<file path="src/rtl/instr_encoder_pkg.sv">
// instr_enc_pkg
// Shared types and encoding helpers for the instruction encoder.
//   op_e      : decoded operation kinds (10..15 are illegal)
//   state_e   : encoder sequencing states
//   encode()  : pack op fields into a 32-bit MIPS word
//   is_itype(), op_legal(), imm_fits() : legality helpers
package instr_enc_pkg;

    typedef enum logic [3:0] {
        OP_ADD  = 4'd0,
        OP_SUB  = 4'd1,
        OP_AND  = 4'd2,
        OP_OR   = 4'd3,
        OP_SLT  = 4'd4,
        OP_LW   = 4'd5,
        OP_SW   = 4'd6,
        OP_BEQ  = 4'd7,
        OP_ADDI = 4'd8,
        OP_J    = 4'd9
    } op_e;

    typedef enum logic [1:0] {
        ST_IDLE  = 2'd0,
        ST_RUN   = 2'd1,
        ST_DRAIN = 2'd2,
        ST_DONE  = 2'd3
    } state_e;

    localparam logic [5:0] OPC_RTYPE = 6'h00;
    localparam logic [5:0] OPC_J     = 6'h02;
    localparam logic [5:0] OPC_BEQ   = 6'h04;
    localparam logic [5:0] OPC_ADDI  = 6'h08;
    localparam logic [5:0] OPC_LW    = 6'h23;
    localparam logic [5:0] OPC_SW    = 6'h2B;

    localparam logic [5:0] FUNCT_ADD = 6'h20;
    localparam logic [5:0] FUNCT_SUB = 6'h22;
    localparam logic [5:0] FUNCT_AND = 6'h24;
    localparam logic [5:0] FUNCT_OR  = 6'h25;
    localparam logic [5:0] FUNCT_SLT = 6'h2A;

    // Illegal ops fall through to an all-zero word (MIPS nop).
    function automatic logic [31:0] encode(
        input logic [3:0]  op,
        input logic [4:0]  rs,
        input logic [4:0]  rt,
        input logic [4:0]  rd,
        input logic [15:0] imm,
        input logic [25:0] target
    );
        logic [31:0] w;
        w = '0;
        case (op)
            OP_ADD:  w = {OPC_RTYPE, rs, rt, rd, 5'd0, FUNCT_ADD};
            OP_SUB:  w = {OPC_RTYPE, rs, rt, rd, 5'd0, FUNCT_SUB};
            OP_AND:  w = {OPC_RTYPE, rs, rt, rd, 5'd0, FUNCT_AND};
            OP_OR:   w = {OPC_RTYPE, rs, rt, rd, 5'd0, FUNCT_OR};
            OP_SLT:  w = {OPC_RTYPE, rs, rt, rd, 5'd0, FUNCT_SLT};
            OP_LW:   w = {OPC_LW,   rs, rt, imm};
            OP_SW:   w = {OPC_SW,   rs, rt, imm};
            OP_BEQ:  w = {OPC_BEQ,  rs, rt, imm};
            OP_ADDI: w = {OPC_ADDI, rs, rt, imm};
            OP_J:    w = {OPC_J, target};
            default: w = '0;
        endcase
        return w;
    endfunction

    function automatic logic is_itype(input logic [3:0] op);
        return (op == OP_LW) || (op == OP_SW) || (op == OP_BEQ) || (op == OP_ADDI);
    endfunction

    function automatic logic op_legal(input logic [3:0] op);
        return op <= OP_J;
    endfunction

    // Immediate fits a signed 16-bit field when bits 31..15 are all copies of the sign.
    function automatic logic imm_fits(input logic [31:0] imm);
        return imm[31:15] == {17{imm[15]}};
    endfunction

endpackage

</file>
<file path="src/rtl/instr_encoder_if.sv">
// instr_encoder_if
// Op-field handshake on the input side plus the instruction-memory write port.
//   slave  : encoder view (accepts op fields, drives memory writes)
//   master : driver view (boot sequencer / bench on the input, memory on the output)
interface instr_encoder_if #(
    parameter int ADDR_W = 8
);
    logic              in_valid;
    logic              in_ready;
    logic [3:0]        in_op;
    logic [4:0]        in_rs;
    logic [4:0]        in_rt;
    logic [4:0]        in_rd;
    logic [31:0]       in_imm;
    logic [25:0]       in_target;
    logic              in_last;
    logic              mem_we;
    logic              mem_ready;
    logic [ADDR_W-1:0] mem_addr;
    logic [31:0]       mem_wdata;

    modport slave (
        input  in_valid, in_op, in_rs, in_rt, in_rd, in_imm, in_target, in_last,
        output in_ready,
        output mem_we, mem_addr, mem_wdata,
        input  mem_ready
    );

    modport master (
        output in_valid, in_op, in_rs, in_rt, in_rd, in_imm, in_target, in_last,
        input  in_ready,
        input  mem_we, mem_addr, mem_wdata,
        output mem_ready
    );
endinterface

</file>
<file path="src/rtl/instr_encoder_fifo.sv">
// instr_fifo
// Synchronous FIFO with registered pointers; head word is visible on rdata
// whenever empty is low.
//   clk, reset   : clock, synchronous active-high reset
//   push, wdata  : write request and data (ignored when full)
//   pop          : read request (ignored when empty)
//   rdata        : head entry
//   full, empty  : occupancy flags
module instr_fifo #(
    parameter int DEPTH = 4,
    parameter int WIDTH = 32
) (
    input  logic             clk,
    input  logic             reset,
    input  logic             push,
    input  logic [WIDTH-1:0] wdata,
    input  logic             pop,
    output logic [WIDTH-1:0] rdata,
    output logic             full,
    output logic             empty
);
    localparam int AW = $clog2(DEPTH);

    logic [WIDTH-1:0] mem_q [DEPTH];
    logic [AW:0]      wr_ptr_q, wr_ptr_d;
    logic [AW:0]      rd_ptr_q, rd_ptr_d;
    logic             do_push, do_pop;

    // Extra pointer bit tells full from empty when the index bits match.
    assign empty   = (wr_ptr_q == rd_ptr_q);
    assign full    = (wr_ptr_q[AW-1:0] == rd_ptr_q[AW-1:0]) && (wr_ptr_q[AW] != rd_ptr_q[AW]);
    assign do_push = push && !full;
    assign do_pop  = pop && !empty;
    assign rdata   = mem_q[rd_ptr_q[AW-1:0]];

    always_comb begin
        wr_ptr_d = wr_ptr_q;
        rd_ptr_d = rd_ptr_q;
        if (do_push) wr_ptr_d = wr_ptr_q + (AW+1)'(1);
        if (do_pop)  rd_ptr_d = rd_ptr_q + (AW+1)'(1);
    end

    always_ff @(posedge clk) begin
        if (reset) begin
            wr_ptr_q <= '0;
            rd_ptr_q <= '0;
        end else begin
            wr_ptr_q <= wr_ptr_d;
            rd_ptr_q <= rd_ptr_d;
        end
    end

    always_ff @(posedge clk) begin
        if (do_push) mem_q[wr_ptr_q[AW-1:0]] <= wdata;
    end
endmodule

</file>
<file path="src/rtl/instr_encoder.sv">
// instr_encoder
// Packs decoded op fields into 32-bit MIPS words and writes them, in order,
// to consecutive instruction-memory addresses starting at BASE_ADDR.
//   clk, reset : clock, synchronous active-high reset
//   bus        : instr_encoder_if.slave (op-field handshake + memory write port)
//   busy       : program in progress
//   done       : one-cycle pulse after the last write of a program
//   count      : words written in the current program (saturating)
//   err        : sticky illegal-op / immediate-range flag
// Build option: define INSTR_ENC_CHECK_EN to drop illegal ops and out-of-range
// I-type immediates (setting err); otherwise they are encoded/truncated and
// written, and err is tied low.
//
//   state    | meaning
//   ---------+------------------------------------------------------
//   ST_IDLE  | waiting for the first op of a program
//   ST_RUN   | accepting ops, draining FIFO to memory
//   ST_DRAIN | last op accepted, emptying FIFO
//   ST_DONE  | program written; done pulse, address reloads on exit
module instr_encoder
    import instr_enc_pkg::*;
#(
    parameter int DEPTH     = 4,
    parameter int ADDR_W    = 8,
    parameter int BASE_ADDR = 0
) (
    input  logic              clk,
    input  logic              reset,
    instr_encoder_if.slave    bus,
    output logic              busy,
    output logic              done,
    output logic [ADDR_W:0]   count,
    output logic              err
);
    localparam logic [ADDR_W-1:0] BASE = ADDR_W'(BASE_ADDR);

    state_e            state_q, state_d;
    logic [ADDR_W-1:0] addr_q, addr_d;
    logic [ADDR_W:0]   count_q, count_d;
    logic              busy_q, done_q;

    logic              accept, push, pop, drop;
    logic              fifo_full, fifo_empty;
    logic [31:0]       enc_word, fifo_rdata;

    assign enc_word = encode(bus.in_op, bus.in_rs, bus.in_rt, bus.in_rd,
                             bus.in_imm[15:0], bus.in_target);

    assign bus.in_ready = !fifo_full && ((state_q == ST_IDLE) || (state_q == ST_RUN));
    assign accept       = bus.in_valid && bus.in_ready;
    assign push         = accept && !drop;
    assign pop          = !fifo_empty && bus.mem_ready;

`ifdef INSTR_ENC_CHECK_EN
    logic err_q;

    assign drop = !op_legal(bus.in_op) || (is_itype(bus.in_op) && !imm_fits(bus.in_imm));
    assign err  = err_q;

    always_ff @(posedge clk) begin
        if (reset) err_q <= 1'b0;
        else if (accept && drop) err_q <= 1'b1;
    end
`else
    logic imm_hi_unused;

    assign drop          = 1'b0;
    assign err           = 1'b0;
    assign imm_hi_unused = ^bus.in_imm[31:16];
`endif

    instr_fifo #(
        .DEPTH (DEPTH),
        .WIDTH (32)
    ) u_fifo (
        .clk   (clk),
        .reset (reset),
        .push  (push),
        .wdata (enc_word),
        .pop   (pop),
        .rdata (fifo_rdata),
        .full  (fifo_full),
        .empty (fifo_empty)
    );

    // Zero the data lines when idle so the write port is quiet out of reset.
    assign bus.mem_we    = !fifo_empty;
    assign bus.mem_wdata = fifo_empty ? 32'd0 : fifo_rdata;
    assign bus.mem_addr  = addr_q;

    assign busy  = busy_q;
    assign done  = done_q;
    assign count = count_q;

    always_comb begin
        state_d = state_q;
        addr_d  = addr_q;
        count_d = count_q;
        if (pop) begin
            addr_d = addr_q + ADDR_W'(1);
            if (count_q != '1) count_d = count_q + (ADDR_W+1)'(1);
        end
        case (state_q)
            ST_IDLE: begin
                // FIFO is always empty here, so no pop competes with the clear.
                if (accept) begin
                    count_d = '0;
                    state_d = bus.in_last ? ST_DRAIN : ST_RUN;
                end
            end
            ST_RUN: begin
                if (accept && bus.in_last) state_d = ST_DRAIN;
            end
            ST_DRAIN: begin
                if (fifo_empty) state_d = ST_DONE;
            end
            ST_DONE: begin
                state_d = ST_IDLE;
                addr_d  = BASE;
            end
            default: state_d = ST_IDLE;
        endcase
    end

    always_ff @(posedge clk) begin
        if (reset) begin
            state_q <= ST_IDLE;
            addr_q  <= BASE;
            count_q <= '0;
            busy_q  <= 1'b0;
            done_q  <= 1'b0;
        end else begin
            state_q <= state_d;
            addr_q  <= addr_d;
            count_q <= count_d;
            busy_q  <= (state_d != ST_IDLE);
            done_q  <= (state_d == ST_DONE);
        end
    end
endmodule

</file>
<file path="src/flat_wrapper.sv">
// flat-port wrapper written by rule: the top's interface ports become plain ports
module instr_encoder_flat import instr_enc_pkg::*;
#(
    parameter int DEPTH     = 4,
    parameter int ADDR_W    = 8,
    parameter int BASE_ADDR = 0
)
  (clk, reset, busy, done, count, err, bus_in_valid, bus_in_op, bus_in_rs, bus_in_rt, bus_in_rd, bus_in_imm, bus_in_target, bus_in_last, bus_in_ready, bus_mem_we, bus_mem_addr, bus_mem_wdata, bus_mem_ready);
  instr_encoder_if #(.ADDR_W(ADDR_W)) bus_i ();
  input  logic clk;
  input  logic reset;
  output logic busy;
  output logic done;
  output logic [ADDR_W:0] count;
  output logic err;
  input wire logic [$bits(bus_i.in_valid)-1:0] bus_in_valid;
  input wire logic [$bits(bus_i.in_op)-1:0] bus_in_op;
  input wire logic [$bits(bus_i.in_rs)-1:0] bus_in_rs;
  input wire logic [$bits(bus_i.in_rt)-1:0] bus_in_rt;
  input wire logic [$bits(bus_i.in_rd)-1:0] bus_in_rd;
  input wire logic [$bits(bus_i.in_imm)-1:0] bus_in_imm;
  input wire logic [$bits(bus_i.in_target)-1:0] bus_in_target;
  input wire logic [$bits(bus_i.in_last)-1:0] bus_in_last;
  output wire logic [$bits(bus_i.in_ready)-1:0] bus_in_ready;
  output wire logic [$bits(bus_i.mem_we)-1:0] bus_mem_we;
  output wire logic [$bits(bus_i.mem_addr)-1:0] bus_mem_addr;
  output wire logic [$bits(bus_i.mem_wdata)-1:0] bus_mem_wdata;
  input wire logic [$bits(bus_i.mem_ready)-1:0] bus_mem_ready;
  assign bus_i.in_valid = bus_in_valid;
  assign bus_i.in_op = bus_in_op;
  assign bus_i.in_rs = bus_in_rs;
  assign bus_i.in_rt = bus_in_rt;
  assign bus_i.in_rd = bus_in_rd;
  assign bus_i.in_imm = bus_in_imm;
  assign bus_i.in_target = bus_in_target;
  assign bus_i.in_last = bus_in_last;
  assign bus_in_ready = bus_i.in_ready;
  assign bus_mem_we = bus_i.mem_we;
  assign bus_mem_addr = bus_i.mem_addr;
  assign bus_mem_wdata = bus_i.mem_wdata;
  assign bus_i.mem_ready = bus_mem_ready;
  instr_encoder #(.DEPTH(DEPTH), .ADDR_W(ADDR_W), .BASE_ADDR(BASE_ADDR)) u_core (.clk(clk), .reset(reset), .bus(bus_i), .busy(busy), .done(done), .count(count), .err(err));
endmodule
</file>
<file path="config.mk">
export PLATFORM = sky130hd
export DESIGN_NAME = instr_encoder_flat
export DESIGN_NICKNAME = d
export VERILOG_FILES = /design/src/rtl/instr_encoder_pkg.sv /design/src/rtl/instr_encoder_if.sv /design/src/rtl/instr_encoder_fifo.sv /design/src/rtl/instr_encoder.sv /design/src/flat_wrapper.sv
export SDC_FILE = /design/constraint.sdc
export NUM_CORES = 1
export LEC_CHECK = 0
export BUFFER_PORTS_ARGS = -buffer_cell sky130_fd_sc_hd__buf_2
export CORE_MARGIN = 4
export CORE_UTILIZATION = 40
export CTS_CLUSTER_SIZE = 12
export DETAILED_ROUTE_END_ITERATION = 10
export PLACE_DENSITY = 0.62
export SETUP_SLACK_MARGIN = 0.02
export SLEW_MARGIN = 20
export SYNTH_ARGS = -nofsm -noshare
export SYNTH_HDL_FRONTEND = slang
export SYNTH_SLANG_ARGS = --single-unit
</file>
<file path="constraint.sdc">
create_clock -name clk -period 5.6 [get_ports clk]
set_input_delay 1.12 -clock clk [delete_from_list [all_inputs] [get_ports clk]]
set_output_delay 1.12 -clock clk [all_outputs]
set_load 0.03 [all_outputs]
</file>
==> metrics.txt, run 1 <==
top-count cell post-synth edfxtp_1; Clock Skew 0.0132 ns; top_reg_cell synth edfxtp_1; largest net degree at the start of global routing 32; switching pwr 0.945 mW; switch share 30.1%; CP Capture Type output port; Startpoint Class flip-flop; vias in the first global route 4152; Netlist cell types 51; H-Tree Depth 4; TritonCTS Buffers 17; Setup Crit Path Kind reg -> out; num ports 136; sequential fraction of the synthesis area 65.0%; Avg Inst Size Synth 14.9 sq um; FP Rows 46; leakage 2.88 nW; Slew Limit Fails 0; Synth Warn # 0; Post-Syn Area 6440 sq um; Seq pwr share 41.6%; fmax 285 MHz; Yosys top cell area share 56.0%; CTS Root Cell clkbuf_16; setup slack, reg-to-reg 2.90 ns; Detailed Route WL 13.6 mm; Post-CTS Setup Bufs 0; met2 wire length 7.01 mm; fin crit share 62.6%; CTS tree done; Async SR Flop Fraction 0%; total power 3.14 mW; crit-path max FO 22; drt wl/cell 17.6 um; final setup TNS 0 ns; metal3 WL 571 um; clk slew on worst S/H paths 0.06 ns; worst setup margin 2.10 ns; Vias/cell 5.20; worst skew pair latency 0.42 ns; via count 4023; dominant cells by area after synthesis edfxtp_1 56%, mux4_2 10%, dfxtp_1 9.0%; first-pass GRT wire length 21.3 mm; placed cell count 742; CP peak stage delay 0.55 ns; die span in y 135 um; power per cell area 402 nW/um^2; CTS Buffer Depth 2; status complete, no violations; CP arrival 2.38 ns; core area 15800 sq um; Worst Tran Pin Value 1.13 ns; required time of the critical path 4.48 ns; drt first pass iters 7; minimum clock period after layout 3.50 ns; combinational fraction of design power 23.1%; Die ar. 18200 sq um; top post-synthesis cells by count 120 x edfxtp_1, 30 x and2_1, 30 x mux4_2, 29 x dfxtp_1, 26 x nor2_1; Post-Syn Instances 431; setup violators final 0; Initial Util 40.7%; Max-slew headroom 24.6%; ANT cells 0; cts repair resizes 0; Iter 0 DRT Violations 216; clock share of power 35.3%; top layer in use met4; worst-path cell chain buf_4, mux4_2, and2_1, buf_2; final count of hold timing violations 0; layout cells sized above 1 34.6%; #FFs+latches synth 149; placed cell area 7230 sq um; Crit-path slowest cell mux4_2; Int Pwr 2.19 mW; Final Instance Area 7810 sq um; total grt overflow 0; hpwl dp 8.52 mm; fin nets 634; Hold Buf Count CTS 0; TritonCTS sink count 149; antenna violations before repair 0; MaxCap Viol Count 0; leading area contributor after synthesis edfxtp_1; peak supply drop 0.227 mV; final instance count without filler cells 773; input/output buffers 117; remaining antenna violation count 0; Area growth, synth to finish 21.3%; fin util 49.3%; EDFF count, synth 120; GPL Wtd Cong 0.725; DRC violation count after routing 0; RSZ-0062 raised after global routing no; met1 wire length 5.81 mm; Post-Place Setup Slack 2.35 ns; WHS 0.476 ns; Total GRT Usage 15.1%; Hold Crit Class reg -> reg; chip width 135 um
-- layout by cell type (no fill, tap or decap), types with 2 or more instances in the layout --
cell / synthesis / layout
o21ai_0: 6 / 6
clkbuf_16: 0 / 17
nor2_1: 26 / 26
edfxtp_1: 120 / 120
and2_1: 30 / 30
and2_2: 3 / 3
nand2b_1: 2 / 2
a22o_1: 16 / 16
xor2_1: 2 / 2
bufinv_16: 0 / 2
and3_1: 2 / 2
a311oi_1: 3 / 3
clkinvlp_4: 0 / 4
ha_1: 7 / 7
inv_6: 0 / 3
a222oi_1: 5 / 5
or4_1: 5 / 5
o32ai_1: 2 / 2
o31ai_1: 6 / 6
inv_1: 14 / 14
nand2_1: 12 / 12
nand3_1: 7 / 7
clkinv_2: 0 / 3
nand4_1: 4 / 4
a21oi_1: 19 / 19
xnor2_1: 10 / 10
mux4_2: 30 / 30
or3_1: 3 / 3
dfxtp_1: 29 / 28
mux2i_1: 5 / 5
nand3b_1: 3 / 3
a31oi_1: 7 / 6
buf_2: 6 / 117
o31a_1: 2 / 2
conb_1: 1 / 2
nor3_1: 4 / 4
buf_4: 3 / 6
-- layout make-up --
cell class                      instances  area (sq um)
Multi-Input combinational cell        240          2090
Clock buffer                           17           425
Sequential cell                       149          4190
Inverter                               14          52.6
Fill cell                            1380          8020
Timing Repair Buffer                  123           631
Tap cell                              216           270
Clock inverter                         14           151
-- cells by family after synthesis --
group,count (synthesis),share of synthesized area (%)
other,1,0.0583
XOR/XNOR,13,1.89
adder cells (fa/ha/maj),7,1.36
AO/OA/AOI/OAI,76,8.50
buffers and inverters,43,2.80
AND/OR/NAND/NOR,107,9.12
multiplexers,35,11.3
flip-flops,149,65.0
-- per-layer routing --
metal  vias up  track usage, %
met2       100            25.6
met3        18            3.20
li1       1905               -
met1      2000            19.2
met5         -               0
met4         0            5.66
-- flip-flops by register name, summed over array words and instances (netlist names), named ones only --
register	flops
u_core.bus.mem_addr	8
u_core.busy	1
u_core.count	9
u_core.done	1
u_core.state_q	2
u_core.u_fifo.mem_q	120
u_core.u_fifo.rd_ptr_q	3
u_core.u_fifo.wr_ptr_q	3
-- worst max-delay path, delay by kind of cell (launching register included) --
kind | cells | cell delay (ns)
buffers and inverters | 2 | 0.68
muxes | 1 | 0.55
DFF | 1 | 0.53
and+or+nand+nor | 1 | 0.21
-- worst paths after layout --
path                        startpoint                    endpoint  depth (start not counted)
min reg2reg     u_core.bus.mem_addr[7]      u_core.bus.mem_addr[7]                          2
max                          flip-flop           bus_mem_wdata[29]                          4
min             u_core.bus.mem_addr[7]      u_core.bus.mem_addr[7]                          2
max reg2reg  u_core.u_fifo.wr_ptr_q[0]  u_core.u_fifo.mem_q[2][14]                          3
-- power groups by stage --
stage	sequential (mW)	clock [mW]	combinational, mW
3_3_place_gp	1.33	0	0.726
6_report	1.31	1.11	0.726
2_1_floorplan	1.32	0	0.529
5_1_grt	1.31	1.17	0.786
4_1_cts	1.31	1.13	0.739
3_5_place_dp	1.33	0	0.736
Note: power is estimated with default switching activity, not from simulation.
==> run 2: changes to the inputs <==
Clock period 5.6 ns to 3.5 ns, I/O delays scaled along.
==> metrics.txt, run 2 (synthesized netlist as in run 1, its figures left out) <==
cts repair resizes 0 (unchanged); drt wl/cell 17.6 um (+0.21%); hpwl dp 8.70 mm (+2.2%); placed cell area 7270 sq um (+0.59%); FP Rows 46 (unchanged); CTS Buffer Depth 2 (unchanged); final count of hold timing violations 0 (unchanged); Hold Buf Count CTS 0 (unchanged); die span in y 135 um (unchanged); power per cell area 643 nW/um^2 (+60%); Total GRT Usage 15.6% (+0.44 points); fin crit share 86.0%; reg2reg end u_core.u_fifo.mem_q[2][1]; num ports 136 (unchanged); TritonCTS sink count 149 (unchanged); final setup TNS 0 ns (unchanged); status complete, no violations; CTS tree done; peak supply drop 0.343 mV (+51%); Hold Crit Class reg -> reg; Initial Util 40.7% (unchanged); Hold Path Sink u_core.bus.mem_addr[7]; final instance count without filler cells 778 (+0.65%); vias in the first global route 4109 (-1.0%); remaining antenna violation count 0 (unchanged); most frequent cells in the layout 120 x edfxtp_1, 117 x buf_2, 30 x mux4_2, 30 x and2_1, 28 x dfxtp_1; R2R depth 4 (+1); core area 15800 sq um (unchanged); hold wc startpoint u_core.bus.mem_addr[7]; Area growth, synth to finish 22.2%; minimum clock period after layout 3.01 ns; Max-slew headroom 41.4% (+17 points); fmax 332 MHz; setup slack, reg-to-reg 0.95 ns (-1.95 ns); first-pass GRT wire length 21.6 mm (+1.4%); chip width 135 um (unchanged); TritonCTS Buffers 17 (unchanged); MaxCap Viol Count 0 (unchanged); clk slew on worst S/H paths 0.06 ns (about the same); layout cells sized above 1 35.2% (+0.58 points); Worst Tran Pin Value 0.873 ns (-0.259 ns); Startpoint Class flip-flop; r2r startpoint u_core.u_fifo.wr_ptr_q[0]; WHS 0.494 ns (+0.0181 ns); Clock Skew 0.00730 ns (-0.00587 ns); Detailed Route WL 13.7 mm (+0.86%); Final Instance Area 7860 sq um (+0.72%); fin nets 638 (+0.63%); DRC violation count after routing 0 (unchanged); most common cell after layout, fill and taps aside edfxtp_1; via count 4073 (+1.2%); antenna violations before repair 0 (unchanged); ANT cells 0 (unchanged); crit-path max FO 31 (+41%); worst skew pair latency 0.42 ns (about the same); max FFs per register 120 (unchanged); RSZ-0062 raised after global routing no; Post-CTS Setup Bufs 0 (unchanged); GPL Wtd Cong 0.719 (-0.84%); CP arrival 2.31 ns (-0.07 ns); Die ar. 18200 sq um (unchanged); Hold Crit Depth 2 (unchanged); Setup Crit Path Kind reg -> out; Vias/cell 5.24 (+0.59%); CP Capture Type output port; CTS Root Cell clkbuf_16; input/output buffers 117 (unchanged); placed cell count 746 (+0.54%); largest net degree at the start of global routing 32 (unchanged); leakage 2.92 nW (+1.4%); Slew Limit Fails 0 (unchanged); Iter 0 DRT Violations 193 (-11%); drt first pass iters 5 (-2); H-Tree Depth 4 (unchanged); total grt overflow 0 (unchanged); required time of the critical path 2.80 ns (-1.68 ns); setup violators final 0 (unchanged)
==> run 2: cell types whose count changed in the layout (fill, tap and decap cells not counted), moves of 2 or more <==
cell | previous run | this run
buf_4 | 6 | 9
clkinv_2 | 3 | 1
clkinvlp_4 | 4 | 1
inv_6 | 3 | 5
inv_8 | 1 | 4
==> run 2: stage by stage <==
step | power (mW) | setup WS, ns | util [%]
CTS | 5.12 | 0.435 | 49.7
floorplan | 2.96 | 0.663 | -
detailed placement | 3.32 | 0.821 | 45.9
global placement | 3.30 | 0.892 | 45.9
global route | 5.28 | 0.291 | 49.7
finish | 5.05 | 0.489 | 49.7
==> run 2: worst max path at each step <==
| stage | start | endpoint | slack [ns] | cells past startpoint |
|---|---|---|---|---|
| 6_report | u_core.u_fifo.wr_ptr_q[0] | bus_mem_wdata[29] | 0.49 | 5 |
| 5_1_grt | u_core.u_fifo.wr_ptr_q[0] | bus_mem_wdata[29] | 0.29 | 5 |
| 4_1_cts | u_core.u_fifo.wr_ptr_q[0] | bus_mem_wdata[29] | 0.43 | 5 |
| 3_5_place_dp | bus_in_valid | u_core.u_fifo.mem_q[2][9] | 0.82 | 5 |
| 3_3_place_gp | bus_in_valid | u_core.u_fifo.mem_q[2][9] | 0.89 | 5 |
| 2_1_floorplan | bus_in_valid | u_core.u_fifo.mem_q[3][0] | 0.66 | 2 |
==> run 2: area by class of cell <==
| cell class | instances | area, sq um |
|---|---|---|
| Fill cell | 1390 | 7970 |
| Timing Repair Buffer | 127 | 673 |
| Sequential cell | 149 | 4190 |
| Tap cell | 216 | 270 |
| Clock inverter | 15 | 165 |
| Multi-Input combinational cell | 240 | 2090 |
| Clock buffer | 17 | 425 |
| Inverter | 14 | 52.6 |
==> run 2: per-layer routing <==
layer	share of wire, %	GRT usage [%]
met5	0	0
met4	1.1	4.81
met3	4.4	3.84
met2	52	27.0
met1	42	19.2
==> run 2: critical path, stage by stage, from the launching register on <==
cell,delay (ns)
dfxtp_1,0.39
xnor2_1,0.55
nand3_1,0.24
buf_4,0.31
and2_1,0.21
buf_2,0.19
==> run 2: power breakdown <==
group	internal [mW]	switching (mW)
Combinational	0.444	0.745
Clock	1.01	0.776
Sequential	2.03	0.0462
Total	3.48	1.57
==> run 3: changes to the inputs <==
Settings changed: PLACE_DENSITY 0.62 to 0.61, RECOVER_POWER set to 100, SYNTH_HIERARCHICAL set to 1.
==> metrics.txt, run 3 <==
Async SR Flop Fraction 0% (unchanged); layout cells sized above 1 29.8% (-5.5 points); total grt overflow 0 (unchanged); most common cell after layout, fill and taps aside edfxtp_1; via count 4404 (+8.1%); Vias/cell 5.35 (+2.2%); Area growth, synth to finish 19.3%; vias in the first global route 4713 (+15%); core area 17200 sq um (+8.5%); Post-CTS Setup Bufs 0 (unchanged); CP Capture Type output port; Initial Util 40.7% (about the same); remaining antenna violation count 0 (unchanged); clk slew on worst S/H paths 0.06 ns (about the same); drt wl/cell 18.3 um (+3.5%); most frequent cells in the layout 128 x edfxtp_1, 67 x buf_2, 39 x clkbuf_1, 35 x nor2b_1, 32 x mux4_2; met1 usage 18.4% (-0.80 points); fin nets 674 (+5.6%); hpwl dp 10.2 mm (+18%); max FFs per register 128 (+6.7%); power per cell area 692 nW/um^2 (+7.6%); EDFF count, synth 128 (+6.7%); Total GRT Usage 15.7% (+0.13 points); #FFs+latches synth 157 (+5.4%); ANT cells 0 (unchanged); Netlist cell types 66 (+29%); Worst Tran Pin Value 1.01 ns (+0.139 ns); fmax 316 MHz (-4.8%); peak supply drop 0.382 mV (+12%); CTS Buffer Depth 2 (unchanged); leakage 2.89 nW (-1.1%); status complete, no violations; RSZ-0062 raised after global routing no; Iter 0 DRT Violations 238 (+23%); chip width 140 um (+3.9%); Crit-path slowest cell dfxtp_2; Top Usage Layer GRT met2; Final Instance Area 8330 sq um (+6.0%); crit-path max FO 15 (-52%); die span in y 140 um (+3.9%); setup violators final 0 (unchanged); worst skew pair latency 0.42 ns (about the same); final setup TNS 0 ns (unchanged); setup slack, reg-to-reg 0.41 ns (-0.54 ns); drt first pass iters 5 (unchanged); DRC violation count after routing 0 (unchanged); CTS tree done; largest net degree at the start of global routing 33 (+3.1%); Avg Inst Size Synth 15.3 sq um (+2.6%); top_reg_cell synth edfxtp_1; top-count cell post-synth edfxtp_1; grt met2 use 28.2% (+1.1 points); Post-Syn Area 6980 sq um (+8.5%); CP peak stage delay 0.65 ns (+0.10 ns); leading area contributor after synthesis edfxtp_1; Hold Crit Class reg -> reg; Detailed Route WL 15.0 mm (+9.4%); H-Tree Depth 4 (unchanged); placed cell area 7900 sq um (+8.7%); MaxCap Viol Count 0 (unchanged); Yosys top cell area share 55.0% (-0.95 points); r2r startpoint u_core/u_fifo/wr_ptr_q[1]; worst-path cell chain clkbuf_4, mux4_2, nor2b_1, buf_2; antenna violations before repair 0 (unchanged); Post-Syn Instances 456 (+5.8%); fin crit share 90.4% (+4.4 points); FP Rows 48 (+4.3%); num ports 136 (unchanged); CP arrival 2.46 ns (+0.15 ns); CTS Root Cell clkbuf_16; minimum clock period after layout 3.16 ns (+0.153 ns); Max-slew headroom 32.5% (-8.8 points); input/output buffers 118 (+0.85%); Startpoint Class flip-flop; Die ar. 19600 sq um (+8.0%); dominant cells by area after synthesis edfxtp_1 55%, mux4_2 10%, dfxtp_1 8.3%; Slew Limit Fails 0 (unchanged); top post-synthesis cells by count 128 x edfxtp_1, 34 x nor2b_1, 32 x mux4_2, 29 x dfxtp_1, 16 x a21oi_1; GPL Wtd Cong 0.787 (+9.4%); total power 5.76 mW (+14%); Synth Warn # 6 (+6); TritonCTS Buffers 17 (unchanged); required time of the critical path 2.80 ns (about the same); first-pass GRT wire length 24.3 mm (+13%); Clock Skew 0.00640 ns (-0.000896 ns); grt met3 use 3.79% (-0.048 points); final count of hold timing violations 0 (unchanged); Setup Crit Path Kind reg -> out; sequential fraction of the synthesis area 63.3% (-1.7 points); hold wc startpoint u_core/bus.mem_addr[0]; TritonCTS sink count 157 (+5.4%)
[run 3: cell types whose count changed after synthesis, moves of 7 or more]
| cell | previous run | this run |
|---|---|---|
| nor2b_1 | 1 | 34 |
| and2_1 | 30 | 10 |
| nor2_1 | 26 | 9 |
| clkbuf_1 | 17 | 5 |
| edfxtp_1 | 120 | 128 |
| a211oi_1 | 0 | 7 |
| xnor2_1 | 10 | 3 |
[run 3: final cells by class]
class | count | area, sq um
fill | 1542 | 8840
sequential | 157 | 4430
multi-input combinational | 267 | 2390
timing repair buffer | 131 | 643
clock buffer | 18 | 429
tap | 225 | 282
clock inverter | 14 | 120
inverter | 11 | 41.3
[run 3: through the flow]
stage	setup WS (ns)	util (%)	cells	hold slack (ns)
after floorplan	0.619	-	460	0.494
after global placement	0.564	46.0	791	0.479
after detailed placement	0.491	46.0	791	0.490
after CTS	0.0392	49.2	823	0.499
after global routing	0.0925	48.5	823	0.548
final	0.336	48.5	823	0.502
[run 3: critical path, delay by kind of cell (launching register included)]
family                 cells  cell delay [ns]
buffers and inverters      2             0.66
DFF                        1             0.65
muxes                      1             0.57
and+or+nand+nor            1             0.17
[run 3: timing repair]
action	4_1_cts	5_1_grt
hold endpoints to repair	0	0
gates resized for setup	0	2
hold buffers	0	0
endpoints found under the setup margin	0	27
[run 3: per-layer routing]
metal,routed length (um),part of all wire [%]
met2,7840,52
met3,800,5.3
met1,6080,40
met5,0,0
met4,303,2.0
[run 3: logic make-up after synthesis]
kind of cell    after synthesis  share of synthesized area, %
simple gates                118                          10.4
compound gates               90                          9.64
buf+inv                      36                          2.87
flops                       157                          63.3
xor+xnor                      8                          1.00
mux                          39                          11.4
fa+ha+maj                     7                          1.25
other cells                   1                        0.0537
[run 3: final timing paths]
kind,to,depth (start not counted)
setup / recovery,bus_mem_wdata[26],4
hold / removal,u_core/bus.mem_addr[0],2
hold reg to reg,u_core/bus.mem_addr[0],2
setup reg to reg,u_core/u_fifo/mem_q[2][14],9
[run 3: power breakdown]
part,internal [mW],leakage (nW),switching (mW)
Sequential,2.24,1.43,0.109
Combinational,0.594,1.20,1.12
Clock,0.977,0.259,0.722
